File: src/rtl/lsu_subword.sv
// lsu_subword: load/store unit between the core execute stage and a word-only dmem.
// Converts RV32I byte/halfword/word accesses into word-aligned dmem accesses.
// Loads are extended in the request cycle. SB/SH run as a read-modify-write
// over two cycles and stall the core for the read cycle.
//
// Optional build macro: LSU_MISALIGN_TRAP_EN
//   defined   -> misaligned LH/LHU/SH/LW/SW raise fault and are suppressed
//   undefined -> alignment is not checked (halfword lane = addr[1], words ignore addr[1:0])
//
// Ports:
//   clk, rst          clock (rising edge), synchronous active-high reset
//   req_valid/req_we  request strobe, 1 = store
//   funct3            RV32I width/sign field
//   addr, wdata       byte address, store data
//   rdata             extended load result
//   stall             core must hold PC/request this cycle
//   fault             request rejected, no memory access made
//   mem_read/mem_write/mem_addr/mem_wdata/mem_rdata   dmem port (async read)
module lsu_subword #(
    parameter int unsigned MEM_DEPTH = 256
) (
    input  logic        clk,
    input  logic        rst,
    input  logic        req_valid,
    input  logic        req_we,
    input  logic [2:0]  funct3,
    input  logic [31:0] addr,
    input  logic [31:0] wdata,
    output logic [31:0] rdata,
    output logic        stall,
    output logic        fault,
    output logic        mem_read,
    output logic        mem_write,
    output logic [31:0] mem_addr,
    output logic [31:0] mem_wdata,
    input  logic [31:0] mem_rdata
);

    typedef enum logic {
        S_IDLE   = 1'b0,
        S_RMW_WR = 1'b1
    } state_e;

    localparam logic [29:0] DEPTH_W = 30'(MEM_DEPTH);

    state_e      state_q, state_d;
    logic [31:0] mrg_q, mrg_d;
    logic [31:0] sav_addr_q, sav_addr_d;

    logic        funct3_ok;
    logic        range_err;
    logic        misalign_err;
    logic        req_fault;
    logic [31:0] word_addr;
    logic [7:0]  byte_sel;
    logic [15:0] half_sel;
    logic [31:0] load_data;
    logic [31:0] merged;

    // Request decode: legality, range and optional alignment checks
    always_comb begin
        funct3_ok    = 1'b0;
        misalign_err = 1'b0;
        if (req_we) begin
            funct3_ok = funct3 inside {3'b000, 3'b001, 3'b010};
        end else begin
            funct3_ok = funct3 inside {3'b000, 3'b001, 3'b010, 3'b100, 3'b101};
        end
        range_err = (addr[31:2] >= DEPTH_W);
`ifdef LSU_MISALIGN_TRAP_EN
        case (funct3[1:0])
            2'b01:   misalign_err = addr[0];
            2'b10:   misalign_err = |addr[1:0];
            default: misalign_err = 1'b0;
        endcase
`else
        misalign_err = 1'b0;
`endif
        req_fault = !funct3_ok || range_err || misalign_err;
        word_addr = {addr[31:2], 2'b00};
    end

    // Lane selection, load extension and store merge
    always_comb begin
        case (addr[1:0])
            2'b00:   byte_sel = mem_rdata[7:0];
            2'b01:   byte_sel = mem_rdata[15:8];
            2'b10:   byte_sel = mem_rdata[23:16];
            default: byte_sel = mem_rdata[31:24];
        endcase
        half_sel = addr[1] ? mem_rdata[31:16] : mem_rdata[15:0];

        case (funct3)
            3'b000:  load_data = {{24{byte_sel[7]}}, byte_sel};
            3'b001:  load_data = {{16{half_sel[15]}}, half_sel};
            3'b010:  load_data = mem_rdata;
            3'b100:  load_data = {24'd0, byte_sel};
            3'b101:  load_data = {16'd0, half_sel};
            default: load_data = 32'd0;
        endcase

        merged = mem_rdata;
        if (funct3[0]) begin
            if (addr[1]) merged[31:16] = wdata[15:0];
            else         merged[15:0]  = wdata[15:0];
        end else begin
            case (addr[1:0])
                2'b00:   merged[7:0]   = wdata[7:0];
                2'b01:   merged[15:8]  = wdata[7:0];
                2'b10:   merged[23:16] = wdata[7:0];
                default: merged[31:24] = wdata[7:0];
            endcase
        end
    end

    // Next-state and dmem/core outputs; reset gates every output
    always_comb begin
        state_d    = state_q;
        mrg_d      = mrg_q;
        sav_addr_d = sav_addr_q;
        rdata      = 32'd0;
        stall      = 1'b0;
        fault      = 1'b0;
        mem_read   = 1'b0;
        mem_write  = 1'b0;
        mem_addr   = 32'd0;
        mem_wdata  = 32'd0;

        case (state_q)
            S_IDLE: begin
                if (!rst && req_valid) begin
                    if (req_fault) begin
                        fault = 1'b1;
                    end else if (!req_we) begin
                        mem_read = 1'b1;
                        mem_addr = word_addr;
                        rdata    = load_data;
                    end else if (funct3 == 3'b010) begin
                        mem_write = 1'b1;
                        mem_addr  = word_addr;
                        mem_wdata = wdata;
                    end else begin
                        // Sub-word store read phase: capture merged word for next cycle
                        mem_read   = 1'b1;
                        stall      = 1'b1;
                        mem_addr   = word_addr;
                        mrg_d      = merged;
                        sav_addr_d = word_addr;
                        state_d    = S_RMW_WR;
                    end
                end
            end
            S_RMW_WR: begin
                if (!rst) begin
                    mem_write = 1'b1;
                    mem_addr  = sav_addr_q;
                    mem_wdata = mrg_q;
                end
                state_d = S_IDLE;
            end
            default: state_d = S_IDLE;
        endcase
    end

    always_ff @(posedge clk) begin
        if (rst) begin
            state_q    <= S_IDLE;
            mrg_q      <= 32'd0;
            sav_addr_q <= 32'd0;
        end else begin
            state_q    <= state_d;
            mrg_q      <= mrg_d;
            sav_addr_q <= sav_addr_d;
        end
    end

endmodule

File: config.mk
export PLATFORM = sky130hd
export DESIGN_NAME = lsu_subword
export DESIGN_NICKNAME = d
export VERILOG_FILES = /design/src/rtl/lsu_subword.sv
export SDC_FILE = /design/constraint.sdc
export NUM_CORES = 1
export LEC_CHECK = 0
export CAP_MARGIN = 40
export CORE_MARGIN = 1
export CORE_UTILIZATION = 46
export CTS_BUF_LIST = sky130_fd_sc_hd__clkbuf_8
export DETAILED_ROUTE_END_ITERATION = 16
export GPL_TIMING_DRIVEN = 0
export PLACE_DENSITY = 0.88
export SYNTH_ARGS = -nofsm -noshare
export SYNTH_HDL_FRONTEND = slang
export SYNTH_SLANG_ARGS = --single-unit
File: constraint.sdc
create_clock -name clk -period 5.4 [get_ports clk]
set_clock_uncertainty 0.2 [all_clocks]
set_input_delay 0.54 -clock clk [delete_from_list [all_inputs] [get_ports clk]]
set_output_delay 0.54 -clock clk [all_outputs]
set_load 0.02 [all_outputs]
==> summary.md, run 1 <==
| Metric | Value |
|---|---|
| Leakage | `0.00224 uW` |
| Post-CTS Setup Repair Bufs | `0` |
| CP cell instances | `clkdlybuf4s50_1, nor4_2, nand4_1, nor3_1, buf_2, a22o_1, clkdlybuf4s50_1` |
| Sequential group share of total power | `0.414` |
| Largest net degree at the start of global routing | `12` |
| HP Class | `reg2reg` |
| Sequential area share after synthesis | `0.289` |
| Slowest library cell on the worst path | `nor3_1` |
| Synth Instances | `563` |
| Final WS setup | `1.00 ns` |
| Largest stage delay, worst path | `0.82 ns` |
| Hold Violations, Final | `0` |
| CP dominant cell by count | `clkdlybuf4s50_1` |
| Reg2Reg Depth | `6` |
| Fin crit period | `4.40 ns` |
| Chip Width | `99.3 microns` |
| Number of nets in the layout | `877` |
| Post-route cell area | `0.00671 sq mm` |
| Total number of vias | `5,496` |
| Global-route wire length before repair | `27.4 mm` |
| Critical Path AT | `3.66 ns` |
| DRC Markers | `0` |
| PwrDens | `167 mW/mm^2` |
| Initial antenna violation count | `0` |
| Die Area | `0.00987 sq mm` |
| Critical Path Fanout Max | `10` |
| DP HPWL | `13.9 mm` |
| Vias in the first global route | `5,417` |
| Cell row count | `35` |
| Hold Crit Start | `sav_addr_q[31]` |
| Clock power share | `0.394` |
| Hold Path Cell Cnt | `1` |
| Flop2flop setup slack | `3.09 ns` |
| Critical R2R Launch | `state_q` |
| WL per Instance | `19.9 microns` |
| Clock-pin slew on the worst setup and hold paths | `0.07 ns` |
| Via density | `6.18` |
| Area growth, synth to finish | `53.8%` |
| CTS resizes | `0` |
| Setup violators final | `0` |
| Post-Syn Area | `0.00436 sq mm` |
| Least-Margin Pin Slew | `0.874 ns` |
| DP Area | `0.00649 sq mm` |
| Initial Util | `0.474` |
| Post-synth EDFFs | `0` |
| Endpoint class of the critical path | `output pin` |
| Drt first pass iters | `6` |
| Peak supply drop | `0.000165 V` |
| Cts bufs inserted | `9` |
| Num ports | `203` |
| Critical Path RT | `4.66 ns` |
| DP Worst Slack | `1.05 ns` |
| Distinct cell type count after synthesis | `37` |
| Routed WL | `17.7 mm` |
| Flops & latches, synth | `63` |
| Relative slew margins | `0.413` |
| Psw | `296 uW` |
| Layout cells sized above 1 | `0.0578` |
| Sink Count | `63` |
| F_max | `227 MHz` |
| Hold EP | `sav_addr_q[31]` |
| Port Buffer Count | `199` |
| H-tree Lvls | `3` |
| GP Congestion | `0.957` |
| Setup TNS | `0 ns` |
| Die Y | `99.3 microns` |
| Placed cells | `874` |
| Antenna cells | `0` |
| Overall Global Routing Usage | `0.350` |
| Sw Ratio | `0.264` |
| Ys flop type | `dfxtp_1` |
| ANT nets after route | `0` |
| Max Cap Viol | `0` |
| Clock Root Buffer | `clkbuf_8` |
| Clock tree buffer depth | `2` |
| Average cell area after synthesis | `7.74 sq um` |
| Pint | `824 uW` |
| Worst skew pair latency | `0.33 ns` |
| Grt ovf | `0` |
| Post-synth ARST share | `0` |
| TritonCTS clock tree | `built` |
| Worst Setup Start Kind | `primary input` |
| CP Class | `in2out` |
| Slew Viols, Final | `0` |
| Post-Layout Cell Count | `890` |
| RSZ-0062 raised after global routing | `false` |
| Outcome | `finished, final reports clean` |
| Hold buffer count at cts | `0` |
| Hold_ws | `0.251 ns` |
| Core Area | `0.00920 sq mm` |
| Yosys Warn Count | `0` |
| Reg-to-reg critical path endpoint | `sav_addr_q[20]` |
| DRT iter0 DRCs | `451` |
| Comb power frac | `0.191` |
| Tcrit/Tclk final | `0.814` |
[cells in the final DEF (no fill, tap or decap), types with 2 or more instances in the layout]
cell	count
a31oi_1	16
nor4_2	5
dfxtp_1	63
and4_1	2
clkbuf_1	54
a211o_1	32
mux2i_1	24
mux2_2	7
o22ai_1	8
buf_1	2
nor2b_1	5
inv_1	2
buf_4	2
a22o_1	40
nand4_1	2
clkinvlp_4	2
nor3b_2	2
clkinv_2	2
bufinv_16	2
nand2_1	26
clkbuf_8	9
clkdlybuf4s50_1	199
buf_6	3
o21ai_0	57
a21boi_0	2
and2_1	45
or2_2	2
a32oi_1	18
buf_2	7
nand2b_1	4
nand3_1	41
or3_1	2
nor2_1	12
a21oi_1	71
conb_1	2
[worst max-delay path by stage]
stage                     startpoint            end  slack [ns]  cells past startpoint
final                       addr[15]   mem_wdata[8]        1.00                      7
after global routing       funct3[1]  mem_wdata[19]        0.85                      7
after CTS                   addr[15]  mem_wdata[30]        1.05                      7
after detailed placement    addr[15]  mem_wdata[30]        1.05                      7
after global placement     funct3[2]   mem_wdata[9]        1.07                      7
after floorplan             addr[11]       mem_read        2.46                      5
[state kept, by name (all words and copies together) (netlist names)]
| name | flops |
|---|---|
| state_q | 1 |
| mrg_q | 32 |
| sav_addr_q | 30 |
[stage by stage]
step                utilization  power (uW)
finish                    0.729        1120
global route              0.729        1160
CTS                       0.729        1120
detailed placement        0.706         682
global placement          0.706         680
floorplan                     -         559
[cell families (layout without fill, tap and decap cells)]
kind of cell           count (synthesis)  count (layout)  synth area share
other                                  1               2          0.000860
AOI/OAI and AO/OA                    248             248             0.373
and+or+nand+nor                      151             151             0.195
DFF                                   63              63             0.289
buffers and inverters                 69             284            0.0683
muxes                                 31              31            0.0732
[final cells by class]
| type | count | area (sq um) |
|---|---|---|
| Fill cell | 721 | 2490 |
| Inverter | 1 | 3.75 |
| Sequential cell | 63 | 1260 |
| Clock inverter | 7 | 88.8 |
| Buffer | 68 | 294 |
| Clock buffer | 9 | 124 |
| Multi-Input combinational cell | 432 | 2800 |
| Timing Repair Buffer | 199 | 1990 |
| Tap cell | 111 | 139 |
[worst max-delay path: cells and delay by family]
family	cells	cell delay, ns
AND/OR/NAND/NOR	3	1.51
buffers and inverters	3	1.43
AO/OA/AOI/OAI	1	0.17
[layer usage]
layer  part of all wire  global-route usage  up-vias
li1                   -                   -     2541
met5                  0                   0        -
met1               0.38               0.401     2541
met3               0.11              0.0977       64
met4              0.039               0.160        0
met2               0.48               0.607      350
[Yosys cell counts, drive strengths merged (5+ instances only)]
master / number / area, sq um
a32oi: 18 / 158
nor2b: 5 / 31.3
clkbuf: 54 / 203
nor4: 5 / 62.6
nand3: 41 / 205
o22ai: 8 / 50.1
nor2: 12 / 45.0
a211o: 32 / 280
mux2i: 24 / 240
and2: 45 / 282
dfxtp: 63 / 1260
buf: 14 / 91.3
mux2: 7 / 78.8
nand2: 26 / 97.6
a31oi: 16 / 100
a22o: 40 / 350
o21ai: 58 / 290
a21oi: 71 / 355
[power by group through the flow]
stage / Combinational [uW] / Clock, uW / Sequential, uW
after floorplan: 84.0 / 0 / 475
after global placement: 205 / 0 / 475
after detailed placement: 207 / 0 / 475
after CTS: 209 / 444 / 464
after global routing: 225 / 467 / 464
final: 214 / 441 / 464
Power figures use the tool's default switching activity.
==> run 2: changes to the inputs <==
--- a/config.mk
+++ b/config.mk
@@ -7,11 +7,11 @@
 export LEC_CHECK = 0
 export CAP_MARGIN = 40
 export CORE_MARGIN = 1
-export CORE_UTILIZATION = 46
+export CORE_UTILIZATION = 39
 export CTS_BUF_LIST = sky130_fd_sc_hd__clkbuf_8
 export DETAILED_ROUTE_END_ITERATION = 16
 export GPL_TIMING_DRIVEN = 0
-export PLACE_DENSITY = 0.88
+export PLACE_DENSITY = 0.8
 export SYNTH_ARGS = -nofsm -noshare
 export SYNTH_HDL_FRONTEND = slang
 export SYNTH_SLANG_ARGS = --single-unit
==> constraint.sdc (replaced) <==
create_clock -name clk -period 3.7 [get_ports clk]
set_clock_uncertainty 0.2 [all_clocks]
set_input_delay 0.37 -clock clk [delete_from_list [all_inputs] [get_ports clk]]
set_output_delay 0.37 -clock clk [all_outputs]
set_load 0.02 [all_outputs]
==> summary.md, run 2 (same netlist as run 1, synthesis figures left out) <==
| Metric | Value |
|---|---|
| Outcome | `finished, final reports clean` |
| Core Area | `0.0109 sq mm (+18%)` |
| Worst skew pair latency | `0.34 ns (about the same)` |
| WL per Instance | `19.2 microns (-3.4%)` |
| Endpoint class of the critical path | `output pin` |
| DP Area | `0.00654 sq mm (+0.64%)` |
| Initial Util | `0.400 (-0.0736)` |
| Relative slew margins | `0.583 (+0.170)` |
| Cts bufs inserted | `9 (unchanged)` |
| Placed cells | `904 (+3.4%)` |
| HP Class | `reg2reg` |
| Number of nets in the layout | `882 (+0.57%)` |
| Sink Count | `63 (unchanged)` |
| CP cell instances | `clkdlybuf4s50_1, a211oi_2, nand2_1, or4_1, buf_2, buf_6, a21oi_1, clkdlybuf4s50_1` |
| Fin crit period | `3.62 ns` |
| Chip Width | `108 microns (+8.4%)` |
| Cell row count | `38 (+8.6%)` |
| Largest Register | `mrg_q` |
| Largest stage delay, worst path | `0.64 ns (-0.18 ns)` |
| Die Area | `0.0116 sq mm (+18%)` |
| ANT nets after route | `0 (unchanged)` |
| Max Cap Viol | `0 (unchanged)` |
| Setup TNS | `0 ns (unchanged)` |
| Slowest library cell on the worst path | `clkdlybuf4s50_1` |
| DP HPWL | `13.8 mm (-1.1%)` |
| TritonCTS clock tree | `built` |
| Most common cell after layout, fill and taps aside | `clkdlybuf4s50_1` |
| Clock tree buffer depth | `2 (unchanged)` |
| Peak supply drop | `0.000211 V (+28%)` |
| Critical Path Fanout Max | `10 (unchanged)` |
| Slew Viols, Final | `0 (unchanged)` |
| Setup violators final | `0 (unchanged)` |
| Critical Path RT | `3.13 ns (-1.53 ns)` |
| Hold buffer count at cts | `0 (unchanged)` |
| Max reg flops | `32 (unchanged)` |
| Clock Root Buffer | `clkbuf_8` |
| Buf/Inv on CP | `4 (+1)` |
| Least-Margin Pin Slew | `0.626 ns (-0.248 ns)` |
| Clock-pin slew on the worst setup and hold paths | `0.07 ns (about the same)` |
| DRT iter0 DRCs | `523 (+16%)` |
| Layout cells sized above 1 | `0.0651 (+0.00728)` |
| Total number of vias | `5,417 (-1.4%)` |
| CP Class | `in2out` |
| Overall Global Routing Usage | `0.299 (-0.0511)` |
| Vias in the first global route | `5,274 (-2.6%)` |
| Num ports | `203 (unchanged)` |
| Critical Path AT | `3.05 ns (-0.61 ns)` |
| Die Y | `108 microns (+8.4%)` |
| Worst Setup Start Kind | `primary input` |
| CP dominant cell by count | `clkdlybuf4s50_1` |
| F_max | `276 MHz` |
| Area growth, synth to finish | `57.5%` |
| Initial antenna violation count | `0 (unchanged)` |
| Drt first pass iters | `5 (-1)` |
| Tcrit/Tclk final | `0.978` |
| Post-Layout Cell Count | `924 (+3.8%)` |
| Hold Violations, Final | `0 (unchanged)` |
| PwrDens | `246 mW/mm^2 (+47%)` |
| GP Congestion | `0.962 (+0.48%)` |
| DRC Markers | `0 (unchanged)` |
| H-tree Lvls | `3 (unchanged)` |
| Routed WL | `17.8 mm (+0.31%)` |
| Antenna cells | `0 (unchanged)` |
| Top flop regs | `mrg_q x32, sav_addr_q x30, state_q x1` |
| Post-route cell area | `0.00687 sq mm (+2.4%)` |
| Commonest non-fill, non-tap cells in the layout | `clkdlybuf4s50_1 (180), a21oi_1 (71), dfxtp_1 (63), o21ai_0 (57), clkbuf_1 (54)` |
| Cell family with most CP delay | `buffers and inverters` |
| Global-route wire length before repair | `27.0 mm (-1.5%)` |
| RSZ-0062 raised after global routing | `true` |
| Leakage | `0.00265 uW (+18%)` |
| Grt ovf | `0 (unchanged)` |
| Via density | `5.86 (-5.1%)` |
| Post-Route Utilization | `0.631 (-0.0985)` |
| Port Buffer Count | `199 (unchanged)` |
| Largest net degree at the start of global routing | `13 (+1)` |
==> run 2: final cells by class <==
cell class                 instances  area [sq um]
buffer                            68           294
timing repair buffer             204          2090
multi-input combinational        432          2820
fill                             991          4020
clock buffer                      10           138
tap                              140           175
clock inverter                     6          92.6
inverter                           1          3.75
sequential                        63          1260
==> run 2: worst paths after layout <==
path,start,endpoint,slack [ns],cells past startpoint
worst max-delay path,funct3[2],rdata[2],0.08,8
worst min-delay path,sav_addr_q[14],sav_addr_q[14],0.25,1
worst max register to register,state_q,sav_addr_q[28],1.58,6
worst min register to register,sav_addr_q[14],sav_addr_q[14],0.25,1
==> run 2: per-stage QoR <==
stage	setup WS, ns	hold slack [ns]	total power [uW]
after floorplan	1.10	0.221	816
after detailed placement	-0.183	0.237	999
after global routing	-0.0351	0.280	1750
final	0.0821	0.253	1690
after CTS	0.0614	0.257	1690
after global placement	-0.441	0.233	994
==> run 2: worst reg2reg max path, delay by kind of cell, from the launching register on <==
family | cells | cell delay (ns)
AOI/OAI and AO/OA | 1 | 0.19
buffers and inverters | 2 | 0.56
DFF | 1 | 0.31
and+or+nand+nor | 3 | 0.75
==> run 2: layer usage <==
layer | track usage | vias up | share of wire | wire, microns
met1 | 0.389 | 2548 | 0.42 | 7460
li1 | - | 2545 | - | -
met3 | 0.0508 | 38 | 0.079 | 1400
met4 | 0.119 | 0 | 0.031 | 556
met2 | 0.488 | 286 | 0.47 | 8370
met5 | 0 | - | 0 | 0
==> run 2: power by group <==
part / switching [uW] / internal (uW)
clock: 292 / 401
sequential: 0.00000392 / 677
combinational: 165 / 152
total: 457 / 1230
==> run 2: timing repair <==
action,CTS,global route
gates resized for setup,2,19
hold endpoints to repair,0,0
endpoints found under the setup margin,40,50
buffers inserted,1,3
pin swaps,2,1
==> RTL change: new RTL, config.mk and constraints of run 2 <==
Add a define of `LSU_MISALIGN_TRAP_EN`.
--- a/src/rtl/lsu_subword.sv
+++ b/src/rtl/lsu_subword.sv
@@ -16,6 +16,8 @@
 //   stall             core must hold PC/request this cycle
 //   fault             request rejected, no memory access made
 //   mem_read/mem_write/mem_addr/mem_wdata/mem_rdata   dmem port (async read)
+`define LSU_MISALIGN_TRAP_EN
+
 module lsu_subword #(
     parameter int unsigned MEM_DEPTH = 256
 ) (
Formal check against the unedited RTL: not equivalent (Yosys sat finds a counterexample within 4 cycles, from zero or initial values and one cycle with rst high).
==> RTL change against run 2 <==
  * Area after synthesis up 3.1%
  * Die area increased by 3.0%
  * Total power fell by 4.6%
  * Worst setup slack lost 49 ps
  * Cell area is 0.58% higher
  * Sequential cell count did not move
  * Wire length increased by 4.5%
  * Sequential share of layout area down 0.11 points
  * Critical path depth rose by 5
==> RTL change: results (changes against run 2) <==
outcome=completed; Netlist cell types=49 (+32%); delay-heaviest family, CP=buffers and inverters; Placed Area=6670 sq um (+2.0%); HPWL Detailed=14300 um (+4.0%); crit-path max cell delay=590 ps (-50 ps); slowest stage cell, crit path=or4_4; final std cells w/o fill=929 (+0.54%); part of the Yosys area used for sequential elements=0.281 (-0.00862); initial antenna violation count=0 (unchanged); VDD IR max=0.174 mV (-18%); CTS Buf Count=9 (unchanged); registers with the most flip-flops=mrg_q: 32 flops, sav_addr_q: 30 flops, state_q: 1 flops; Cell Pwr Density=233 nW/um^2 (-5.2%); first drt pass iteration count=5 (unchanged); vias=5529 (+2.1%); Leak=0.00274 uW (+3.4%); Root Driver=clkbuf_8; GPL Wtd Cong=0.893 (-7.1%); fin nets=889 (+0.79%); Synth async-reset ratio=0 (unchanged); Hold Crit Class=flip-flop to flip-flop; total number of H-tree levels=3 (unchanged); Filler cells=967 (-2.4%); largest cells by area after synthesis=dfxtp_1, a22o_1, and2_1; Post-Syn Instances=564 (+0.18%); vias in the first global route=5094 (-3.4%); crit path max fanout=10 (unchanged); worst skew pair latency=340 ps (about the same); proportion of layout cells with a drive suffix above 1=0.201 (+0.135); first-pass GRT wire length=26800 um (-0.71%); largest net degree at the start of global routing=14 (+1); worst slew pin tran=555 ps (-71.1 ps); Initial DRC Count=503 (-3.8%); Clock transition at path regs=70 ps (about the same); Synth top cells by count=dfxtp_1, o21ai_0, nand2_1; register bank with the most flops=mrg_q; Sw Ratio=0.316 (+0.0455); synth warn=0 (unchanged); total track usage=0.293 (-0.00619); antenna-violating nets left=0 (unchanged); # setup viols final=0 (unchanged); Worst EP arrival=3100 ps (+50 ps); clock tree buffer depth=2 (unchanged); IO buf count=198 (-0.50%); DP Cell Count=905 (+0.11%); Post-Route WL=18600 um (+4.5%)
[RTL change: path summary, 6_finish.rpt]
check | startpoint | endpoint | slack [ps] | cells after the start
worst min register to register | sav_addr_q[19] | sav_addr_q[19] | 260 | 1
worst min-delay path | sav_addr_q[19] | sav_addr_q[19] | 260 | 1
worst max register to register | state_q | mrg_q[26] | 1230 | 7
worst max-delay path | funct3[0] | rdata[0] | 30 | 13
[RTL change: cell type report]
type / count / share of cell area
Inverter: 12 / 0.00652
Buffer: 62 / 0.0496
Clock buffer: 9 / 0.0179
Timing Repair Buffer: 210 / 0.276
Multi-Input combinational cell: 425 / 0.434
Antenna cell: 1 / 0.000362
Sequential cell: 63 / 0.183
Clock inverter: 7 / 0.00761
Tap cell: 140 / 0.0254
[RTL change: power by group through the flow]
stage                     registers [uW]  logic (uW)  clock network, uW
after floorplan                      693         152                  0
after global placement               693         338                  0
after detailed placement             693         345                  0
after CTS                            677         353                553
after global routing                 677         396                594
final                                677         375                557
[RTL change: repair_timing]
action / 4_1_cts / 5_1_grt
hold buffers: 0 / 0
setup buffers: 5 / 5
pin swaps: 2 / 4
endpoints found under the setup margin: 76 / 36
gates cloned: 0 / 0
resized for setup: 184 / 29
[RTL change: cells by family (layout without fill, tap and decap cells)]
logic type      after synthesis  in the layout  share of synthesized area
buf+inv                      77            300                     0.0810
flops                        63             63                      0.281
fa+ha+maj                     3              3                    0.00836
simple gates                165            165                      0.199
compound gates              230            230                      0.369
other cells                   1              3                   0.000835
mux                          25             25                     0.0607
[RTL change: routing by layer]
metal	global-route usage	part of all wire
met1	0.381	0.41
met3	0.0545	0.094
met4	0.0933	0.022
met2	0.489	0.47
met5	0	0
[RTL change: stage by stage]
| stage | power, uW | worst slack [ps] |
|---|---|---|
| final | 1610 | 32.7 |
| after global routing | 1670 | -31.0 |
| after CTS | 1580 | 4.33 |
| after detailed placement | 1040 | -1170 |
| after global placement | 1030 | -1070 |
| after floorplan | 846 | 497 |
